==> src/rtl/rv_gpio_if.sv <==
// rv_core data-bus port of the GPIO block.
// The master drives the select, address, lanes and strobes; the slave returns registered read data.
interface rv_gpio_if;
    logic        cs;
    logic [7:0]  adr;
    logic [3:0]  we;
    logic        re;
    logic [31:0] dw;
    logic [31:0] dr;

    modport master (output cs, adr, we, re, dw, input dr);
    modport slave  (input cs, adr, we, re, dw, output dr);
endinterface

==> src/rtl/rv_gpio.sv <==
// Banked GPIO: OUT/DIR/SET/CLR registers, synchronised inputs, latched edge interrupts.
// Latency: writes take effect on the sampling edge; reads return data one cycle after re.
// Backpressure: none; every access completes in one cycle with no wait state.
module rv_gpio #(
    parameter int NCH         = 2,
    parameter int WIDTH       = 8,
    parameter int SYNC_STAGES = 2
) (
    input  logic                 clk,
    input  logic                 xreset,
    rv_gpio_if.slave             bus,
    input  logic [NCH*WIDTH-1:0] pin,
    output logic [NCH*WIDTH-1:0] pout,
    output logic [NCH*WIDTH-1:0] poe,
    output logic                 irq
);

    localparam int BW = NCH * WIDTH;

    typedef enum logic [2:0] {
        R_OUT  = 3'd0,
        R_IN   = 3'd1,
        R_DIR  = 3'd2,
        R_SET  = 3'd3,
        R_CLR  = 3'd4,
        R_RISE = 3'd5,
        R_FALL = 3'd6,
        R_STAT = 3'd7
    } reg_e;

    logic [NCH-1:0][WIDTH-1:0] out_q, dir_q, rise_en_q, fall_en_q, stat_q;
    logic [NCH-1:0][WIDTH-1:0] out_d, dir_d, rise_en_d, fall_en_d, stat_d;
    logic [NCH-1:0][WIDTH-1:0] in_v, prev_q, evt;
    logic [SYNC_STAGES-1:0][BW-1:0] sync_q;
    logic [31:0] dr_q, rdata;

    logic        wr, rd;
    logic [2:0]  bsel;
    reg_e        rsel;
    logic [31:0] lane_m;
    logic [WIDTH-1:0] wmask, wbits;
    logic        unused_bits;

    assign wr     = bus.cs & (|bus.we);
    assign rd     = bus.cs & bus.re;
    assign bsel   = bus.adr[7:5];
    assign rsel   = reg_e'(bus.adr[4:2]);
    assign lane_m = {{8{bus.we[3]}}, {8{bus.we[2]}}, {8{bus.we[1]}}, {8{bus.we[0]}}};
    assign wmask  = lane_m[WIDTH-1:0];
    assign wbits  = bus.dw[WIDTH-1:0] & wmask;
    assign unused_bits = ^{bus.adr[1:0], bus.dw, lane_m};

    // Edge detection runs on the synchronised view regardless of direction, so driven pins loop back.
    assign in_v = sync_q[SYNC_STAGES-1];
    assign evt  = (in_v & ~prev_q & rise_en_q) | (~in_v & prev_q & fall_en_q);

    always_comb begin
        out_d     = out_q;
        dir_d     = dir_q;
        rise_en_d = rise_en_q;
        fall_en_d = fall_en_q;
        stat_d    = stat_q | evt;
        for (int b = 0; b < NCH; b++) begin
            if (wr && bsel == 3'(b)) begin
                case (rsel)
                    R_OUT:  out_d[b]     = (out_q[b] & ~wmask) | wbits;
                    R_SET:  out_d[b]     = out_q[b] | wbits;
                    R_CLR:  out_d[b]     = out_q[b] & ~wbits;
                    R_DIR:  dir_d[b]     = (dir_q[b] & ~wmask) | wbits;
                    R_RISE: rise_en_d[b] = (rise_en_q[b] & ~wmask) | wbits;
                    R_FALL: fall_en_d[b] = (fall_en_q[b] & ~wmask) | wbits;
                    // A fresh event in the clearing cycle survives the clear.
                    R_STAT: stat_d[b]    = (stat_q[b] & ~wbits) | evt[b];
                    default: ;
                endcase
            end
        end
    end

    always_comb begin
        rdata = '0;
        for (int b = 0; b < NCH; b++) begin
            if (bsel == 3'(b)) begin
                case (rsel)
                    R_OUT:  rdata = 32'(out_q[b]);
                    R_IN:   rdata = 32'(in_v[b]);
                    R_DIR:  rdata = 32'(dir_q[b]);
                    R_RISE: rdata = 32'(rise_en_q[b]);
                    R_FALL: rdata = 32'(fall_en_q[b]);
                    R_STAT: rdata = 32'(stat_q[b]);
                    default: rdata = '0;
                endcase
            end
        end
    end

    always_ff @(posedge clk or negedge xreset) begin
        if (!xreset) begin
            out_q     <= '0;
            dir_q     <= '0;
            rise_en_q <= '0;
            fall_en_q <= '0;
            stat_q    <= '0;
            sync_q    <= '0;
            prev_q    <= '0;
            dr_q      <= '0;
        end else begin
            out_q     <= out_d;
            dir_q     <= dir_d;
            rise_en_q <= rise_en_d;
            fall_en_q <= fall_en_d;
            stat_q    <= stat_d;
            sync_q    <= {sync_q[SYNC_STAGES-2:0], pin};
            prev_q    <= in_v;
            dr_q      <= rd ? rdata : 32'd0;
        end
    end

    assign bus.dr = dr_q;
    assign pout   = out_q;
    assign poe    = dir_q;
    assign irq    = |stat_q;

endmodule

==> src/flat_wrapper.sv <==
// flat-port wrapper written by rule: the top's interface ports become plain ports
module rv_gpio_flat 
#(
    parameter int NCH         = 2,
    parameter int WIDTH       = 8,
    parameter int SYNC_STAGES = 2
)
  (clk, xreset, pin, pout, poe, irq, bus_cs, bus_adr, bus_we, bus_re, bus_dw, bus_dr);
  rv_gpio_if bus_i ();
  input  logic clk;
  input  logic xreset;
  input  logic [NCH*WIDTH-1:0] pin;
  output logic [NCH*WIDTH-1:0] pout;
  output logic [NCH*WIDTH-1:0] poe;
  output logic irq;
  input wire logic [$bits(bus_i.cs)-1:0] bus_cs;
  input wire logic [$bits(bus_i.adr)-1:0] bus_adr;
  input wire logic [$bits(bus_i.we)-1:0] bus_we;
  input wire logic [$bits(bus_i.re)-1:0] bus_re;
  input wire logic [$bits(bus_i.dw)-1:0] bus_dw;
  output wire logic [$bits(bus_i.dr)-1:0] bus_dr;
  assign bus_i.cs = bus_cs;
  assign bus_i.adr = bus_adr;
  assign bus_i.we = bus_we;
  assign bus_i.re = bus_re;
  assign bus_i.dw = bus_dw;
  assign bus_dr = bus_i.dr;
  rv_gpio #(.NCH(NCH), .WIDTH(WIDTH), .SYNC_STAGES(SYNC_STAGES)) u_core (.clk(clk), .xreset(xreset), .bus(bus_i), .pin(pin), .pout(pout), .poe(poe), .irq(irq));
endmodule
==> config.mk <==
export PLATFORM = sky130hd
export DESIGN_NAME = rv_gpio_flat
export DESIGN_NICKNAME = d
export VERILOG_FILES = /design/src/rtl/rv_gpio_if.sv /design/src/rtl/rv_gpio.sv /design/src/flat_wrapper.sv
export SDC_FILE = /design/constraint.sdc
export NUM_CORES = 1
export LEC_CHECK = 0
export ABC_AREA = 1
export CORE_MARGIN = 4
export CORE_UTILIZATION = 39
export CTS_CLUSTER_SIZE = 10
export DETAILED_ROUTE_END_ITERATION = 8
export PLACE_DENSITY = 0.75
export RECOVER_POWER = 100
export SETUP_SLACK_MARGIN = 0.5
export SLEW_MARGIN = 40
export SYNTH_ARGS = -nofsm -noshare
export SYNTH_HDL_FRONTEND = slang
export SYNTH_SLANG_ARGS = --single-unit
==> constraint.sdc <==
create_clock -name clk -period 0.8 [get_ports clk]
set_input_delay 0.16 -clock clk [delete_from_list [all_inputs] [get_ports clk]]
set_output_delay 0.16 -clock clk [all_outputs]
set_load 0.02 [all_outputs]
-- Yosys cells after proc, flatten, opt, wreduce, memory -nomap -nowiden
Index checks and enable logic that the tools add are counted.
W data, S select, Z words.
- input bits: 64
- memories kept: 0
- register bits: 160
- RAM bits: 0
- bits in latches: 0
- memory bits (read-only): 0
- reductions and logical operators: 15
- eq/ne operators: 8
- shift-type cells: 0
- multiplexer cells: 11
- bitwise logic cells: 37
- $lt $le $gt $ge: 0
- div/mod/pow operators: 0
- multiply operators: 0
- $add $sub $neg: 0
- operators with widths (operator ; count):
    $and A8 B8 Y8 ; 13
    $mux W32 ; 3
    $or A8 B8 Y8 ; 12
    $pmux W8 S6 ; 2
    $and A16 B16 Y16 ; 4
    $pmux W8 S3 ; 2
    $mux W8 ; 4
    $not A16 Y16 ; 2
    $or A16 B16 Y16 ; 2
    $not A8 Y8 ; 2
    $reduce_and A2 Y1 ; 8
    $reduce_or A16 Y1 ; 1
    $eq A3 B3 Y1 const B ; 4
    $eq A3 B1 Y1 const B ; 2
    $eq A3 B2 Y1 const B ; 2
    $logic_not A3 Y1 ; 2
    $reduce_or A4 Y1 ; 1
    $reduce_bool A3 Y1 ; 1
    $and A1 B1 Y1 ; 2
    $logic_and A1 B1 Y1 ; 2

-- Logic depth before layout (Yosys ltp)
Gate-level depths: netlist of run 1.
- depth after elaboration: 7
- mapped depth: 12
- mapped depth without buffers: 9

-- Least setup slack after synthesis of run 1
OpenSTA, ideal clock, no wires.
- path type: input-to-reg
- start point: input port bus_adr[3]
- end point: register u_core.out_q (netlist bit u_core.pout[6])
- arrival time: 1.244 ns
- stages: 8
- setup time: 0.117 ns
- buffers on the path: 2
- path slack: -0.561 ns
- cells stage by stage: buf_2 nor2_1 nor2_2 nor2_4 buf_4 nand2_1 nand2_1 nand2_1
- word-level cells in the longest chain between the ends: 3
- ends and longest elaborated chain (item ; line ; RTL):
    start: declaration ; flat_wrapper.sv:17 ; input wire logic [$bits(bus_i.adr)-1:0] bus_adr;
    $eq A3 B2 Y1 (tied with other cells) ; rv_gpio.sv:65 ; case (rsel)
    $reduce_bool A3 Y1 (no source line) ; n/a ;
    $reduce_and A2 Y1 (no source line) ; n/a ;
    end signal: assignment ; rv_gpio.sv:108 ; out_q <= out_d;
    end: declaration ; rv_gpio.sv:31 ; logic [NCH-1:0][WIDTH-1:0] out_q, dir_q, rise_en_q, fall_en_q, stat_q;
Several ways; a longest one is shown, not always the timed one.
A chain may end at the register's enable or synchronous reset.

-- Final worst setup path of run 1
- start point: register u_core.stat_q[10] (netlist name)
- end point: output port irq
- word-level cells in the longest chain between the ends: 1
- ends and longest elaborated chain (item ; line ; RTL):
    start: declaration ; rv_gpio.sv:31 ;
    start signal: assignment ; rv_gpio.sv:112 ; stat_q <= stat_d;
    $reduce_or A16 Y1 ; rv_gpio.sv:122 ; assign irq = |stat_q;
    end: declaration ; flat_wrapper.sv:15 ; output logic irq;
Every way passes these cells.

==> summary by stage, run 1 <==
Floorplan
The row count is 45. The full die area is 0.0177 sq mm. The core region is 0.0153 sq mm. The effective utilization at floorplan is 0.401. For this design the top-level I/O count stands at 129.

The die is 133 um wide. The floorplan step set the die height to 133 um.

Synthesis
The share of the Yosys chip area taken by registers is 0.556. The warning count from the yosys run is 0. The most area-hungry cell type in the Yosys netlist is dfrtp_1. The most used flip-flop cell after synthesis is dfrtp_1. The proportion of synthesized flip-flops having asynchronous set or reset is 1.00. Counting flops with a built-in enable in the synthesized netlist gives 0. The post-synthesis average cell area is 8.46 sq um.

In the synthesized netlist, the number of instances is 723. In this run, synthesis produced a sequential element count of 136. The synthesized netlist occupies a cell area of 0.00612 sq mm. In the post-synthesis netlist, the cell with the most instances is nand2_1. By count the netlist is led by 214 x nand2_1, 136 x dfrtp_1, 83 x o21ai_0, 60 x nor2_1, 55 x inv_1. The share of synthesized area in the top cell type comes to 0.556. The count of distinct cell types in the synthesized netlist is 25. By area the synthesized netlist is led by dfrtp_1 56%, nand2_1 13%, o21ai_0 6.8%.

CTS
Counting along the longest clock path gives a buffer depth of 2. The total number of clock tree sinks is 136. After clock tree synthesis, the clock-pin slew on the worst setup and hold paths is 0.06 ns.

The CTS tree is done. Clock tree synthesis inserted a total of 17 buffers. The number of levels in the clock H-tree is 4. The clock tree root buffer cell is clkbuf_16. The later pin in the worst-skew pair is clocked with a latency of 0.44 ns.

Power and ir drop
For this design the ratio of total power to cell area is 1870 mW/mm^2. The total power is 20.5 mW. The worst-case IR drop observed on VDD is 0.00160 V. For this design the static power due to leakage is 4.89 nW.

Worst setup path
The slowest stage of the critical path belongs to the cell dfrtp_1. The worst register-to-register path ends at u_core.bus.dr[2]. At the worst endpoint, the arrival time is 1.79 ns.

The beginning of the worst register-to-register path is u_core.stat_q[10]. The start point of the critical path is u_core.stat_q[10]. The path type of the worst setup path is register to output port. The depth of the worst register-to-register path is 8. The kind of cell with the highest combined delay along the critical path is simple AND/OR/NAND/NOR gates. STA puts the critical path data required time at 0.64 ns. In this run the number of cells on the critical path is 4.

In this run the register-to-register setup slack is -0.51 ns. The signal on the critical path passes through nor4_1 -> buf_4 -> nand4_1 -> buf_6. On the worst path, the slowest cell contributes a delay of 0.41 ns. The startpoint kind of the worst setup timing path is a register.

The buffer and inverter count on the worst path is 2. The category of the worst setup path capture point is an output port. Following the worst setup path forward leads to its endpoint at irq. Of all nets on the critical path, the largest fanout is 2.

Timing
The post-route clock period utilization is 2.43. Measured against its own limit, the worst slew margin works out to 0.490. The max-slew violation count is 0. The largest clock skew in the final design is 0.0116 ns. In the final timing run, aggregate negative setup slack is -31.81 ns. Setup repair after global routing could not meet its margin everywhere. At the pin with the least slew margin, the transition time is 0.764 ns. The fmax is 0.514 GHz. The post-layout worst setup margin is -1.15 ns. On the final layout, the worst hold slack is -0.217 ns. Counting I/O delays and the setup requirement, the final critical path takes 1.95 ns. The number of endpoints with negative hold slack in the final report was 18. The total of endpoints with negative setup slack in the final report is 126.

Global route
The overall fraction of global-route tracks in use is 0.271. The number of global-route vias before repair is 6874. Summed over all layers, the global routing overflow is 0. The initial antenna violation count is 0. The first global-routing pass estimated 37100 um of wire. The largest net degree at the start of global routing is 27.

Routing
The initial detailed-routing violation count is 1161. The remaining design rule violation count is 0. Using the TritonRoute via totals, the vias-per-cell ratio works out to 5.82. The wire length reported by the detailed router is 28100 um. In this run the remaining antenna-violating nets after routing total 0. The per-cell routed wire length is 22.6 um.

The first-pass iteration count of the detailed router is 6. The detailed-route via count is 7217.

Place
The worst-case setup slack after placement is -1.17 ns. The global placement routability congestion is 0.951. The count of buffers inserted at the top-level ports is 78. The placed cell count is 1144.

Once detailed placement completed, the half-perimeter wirelength came to 14700 um.

Outcome
The final reports fail on hold timing, setup timing. The flow ran to the end, but the final reports show violations.

Final layout
The number of antenna diodes in the final layout is 0. The final layout contains 1080 nets. The filler cell count in the final layout is 913. The layout cell share with drive strength beyond 1 is 0.557. The final core utilization is 0.718. Leaving out filler cells and counting taps, the final layout contains 1240. The area added between synthesis and finish is 79.2%.

Run
The tool flagged a number of max-cap violations equal to 0.

Hold path
The worst hold path class is input port to asynchronous set/reset pin.
## logic make-up after synthesis
logic type	share of synthesized area
buffers and inverters	0.0865
and+or+nand+nor	0.260
AOI/OAI and AO/OA	0.0968
DFF	0.556
other	0.000613
## placed cells by master (no fill, tap or decap), drive strengths merged
| cell | netlist | layout |
|---|---|---|
| clkbuf | 8 | 36 |
| clkinvlp | 0 | 3 |
| conb | 1 | 24 |
| nor3 | 9 | 9 |
| dlygate4sd2 | 0 | 7 |
| nor2 | 66 | 66 |
| buf | 40 | 257 |
| dlygate4sd3 | 0 | 16 |
| nand2 | 214 | 216 |
| a21oi | 13 | 13 |
| clkinv | 0 | 5 |
| nand3 | 41 | 41 |
| o21ai | 83 | 83 |
| dfrtp | 136 | 136 |
| a31oi | 7 | 7 |
| nor4 | 4 | 4 |
| inv | 60 | 60 |
| a22oi | 4 | 4 |
| o211ai | 5 | 5 |
| bufinv | 0 | 3 |
| clkdlybuf4s50 | 0 | 2 |
| nand4 | 32 | 32 |
## routing by layer
layer | wire length (um) | up-vias | track usage
met3 | 2940 | 224 | 0.0733
met2 | 13000 | 567 | 0.422
met4 | 2130 | 0 | 0.138
met1 | 10000 | 3497 | 0.350
met5 | 0 | - | 0
li1 | - | 2929 | -
## worst min-delay path by stage
stage	depth (start not counted)	end	slack, ns	start
3_3_place_gp	1	u_core.in_v[2]	0.07	xreset
5_1_grt	1	asynchronous set/reset pin	-0.17	xreset
4_1_cts	1	u_core.in_v[2]	-0.38	xreset
6_report	1	asynchronous set/reset pin	-0.22	xreset
2_1_floorplan	0	asynchronous set/reset pin	-0.14	xreset
3_5_place_dp	1	u_core.in_v[2]	0.07	xreset
## area by class of cell
| class | count | area [sq um] | area share |
|---|---|---|---|
| Clock buffer | 21 | 460 | 0.0420 |
| Multi-Input combinational cell | 504 | 3400 | 0.311 |
| Clock inverter | 11 | 149 | 0.0136 |
| Tap cell | 211 | 264 | 0.0241 |
| Timing Repair Buffer | 297 | 2980 | 0.272 |
| Inverter | 60 | 250 | 0.0228 |
| Sequential cell | 136 | 3440 | 0.314 |
## worst reg2reg max path: stages (launching register included)
cell     delay, ns
dfrtp_1       0.41
buf_6         0.13
buf_6         0.10
nand4_1       0.11
o21ai_1       0.08
nor2_1        0.10
nand2_1       0.09
nand2_1       0.11
a21oi_2       0.04
## repair_timing
action | in CTS | in global routing
pin swaps | 117 | 78
hold endpoints to repair | 136 | 136
buffers inserted | 37 | 20
endpoints found under the setup margin | 161 | 161
gates resized for setup | 554 | 157
cloned | 6 | 1
## stage by stage
| stage | hold slack (ns) | cell area (sq um) |
|---|---|---|
| after detailed placement | 0.0670 | 8490 |
| final | -0.217 | 11000 |
| after CTS | -0.381 | 10300 |
| after global placement | 0.0676 | 8490 |
| after global routing | -0.166 | 11000 |
| after floorplan | -0.136 | 6460 |
## where the power goes
| group | leakage (nW) | internal, mW | switching, mW |
|---|---|---|---|
| Clock | 0.289 | 5.06 | 3.19 |
| Combinational | 2.97 | 2.01 | 2.34 |
| Sequential | 1.63 | 7.43 | 0.482 |
Note: power is estimated with default switching activity, not from simulation.
==> run 2: changes to the inputs <==
--- a/config.mk
+++ b/config.mk
@@ -6,6 +6,7 @@
 export NUM_CORES = 1
 export LEC_CHECK = 0
 export ABC_AREA = 1
+export CAP_MARGIN = 20
 export CORE_MARGIN = 4
 export CORE_UTILIZATION = 39
 export CTS_CLUSTER_SIZE = 10
==> results of run 2 <==
Final layout, timing and power as in run 1 (identical DEF).
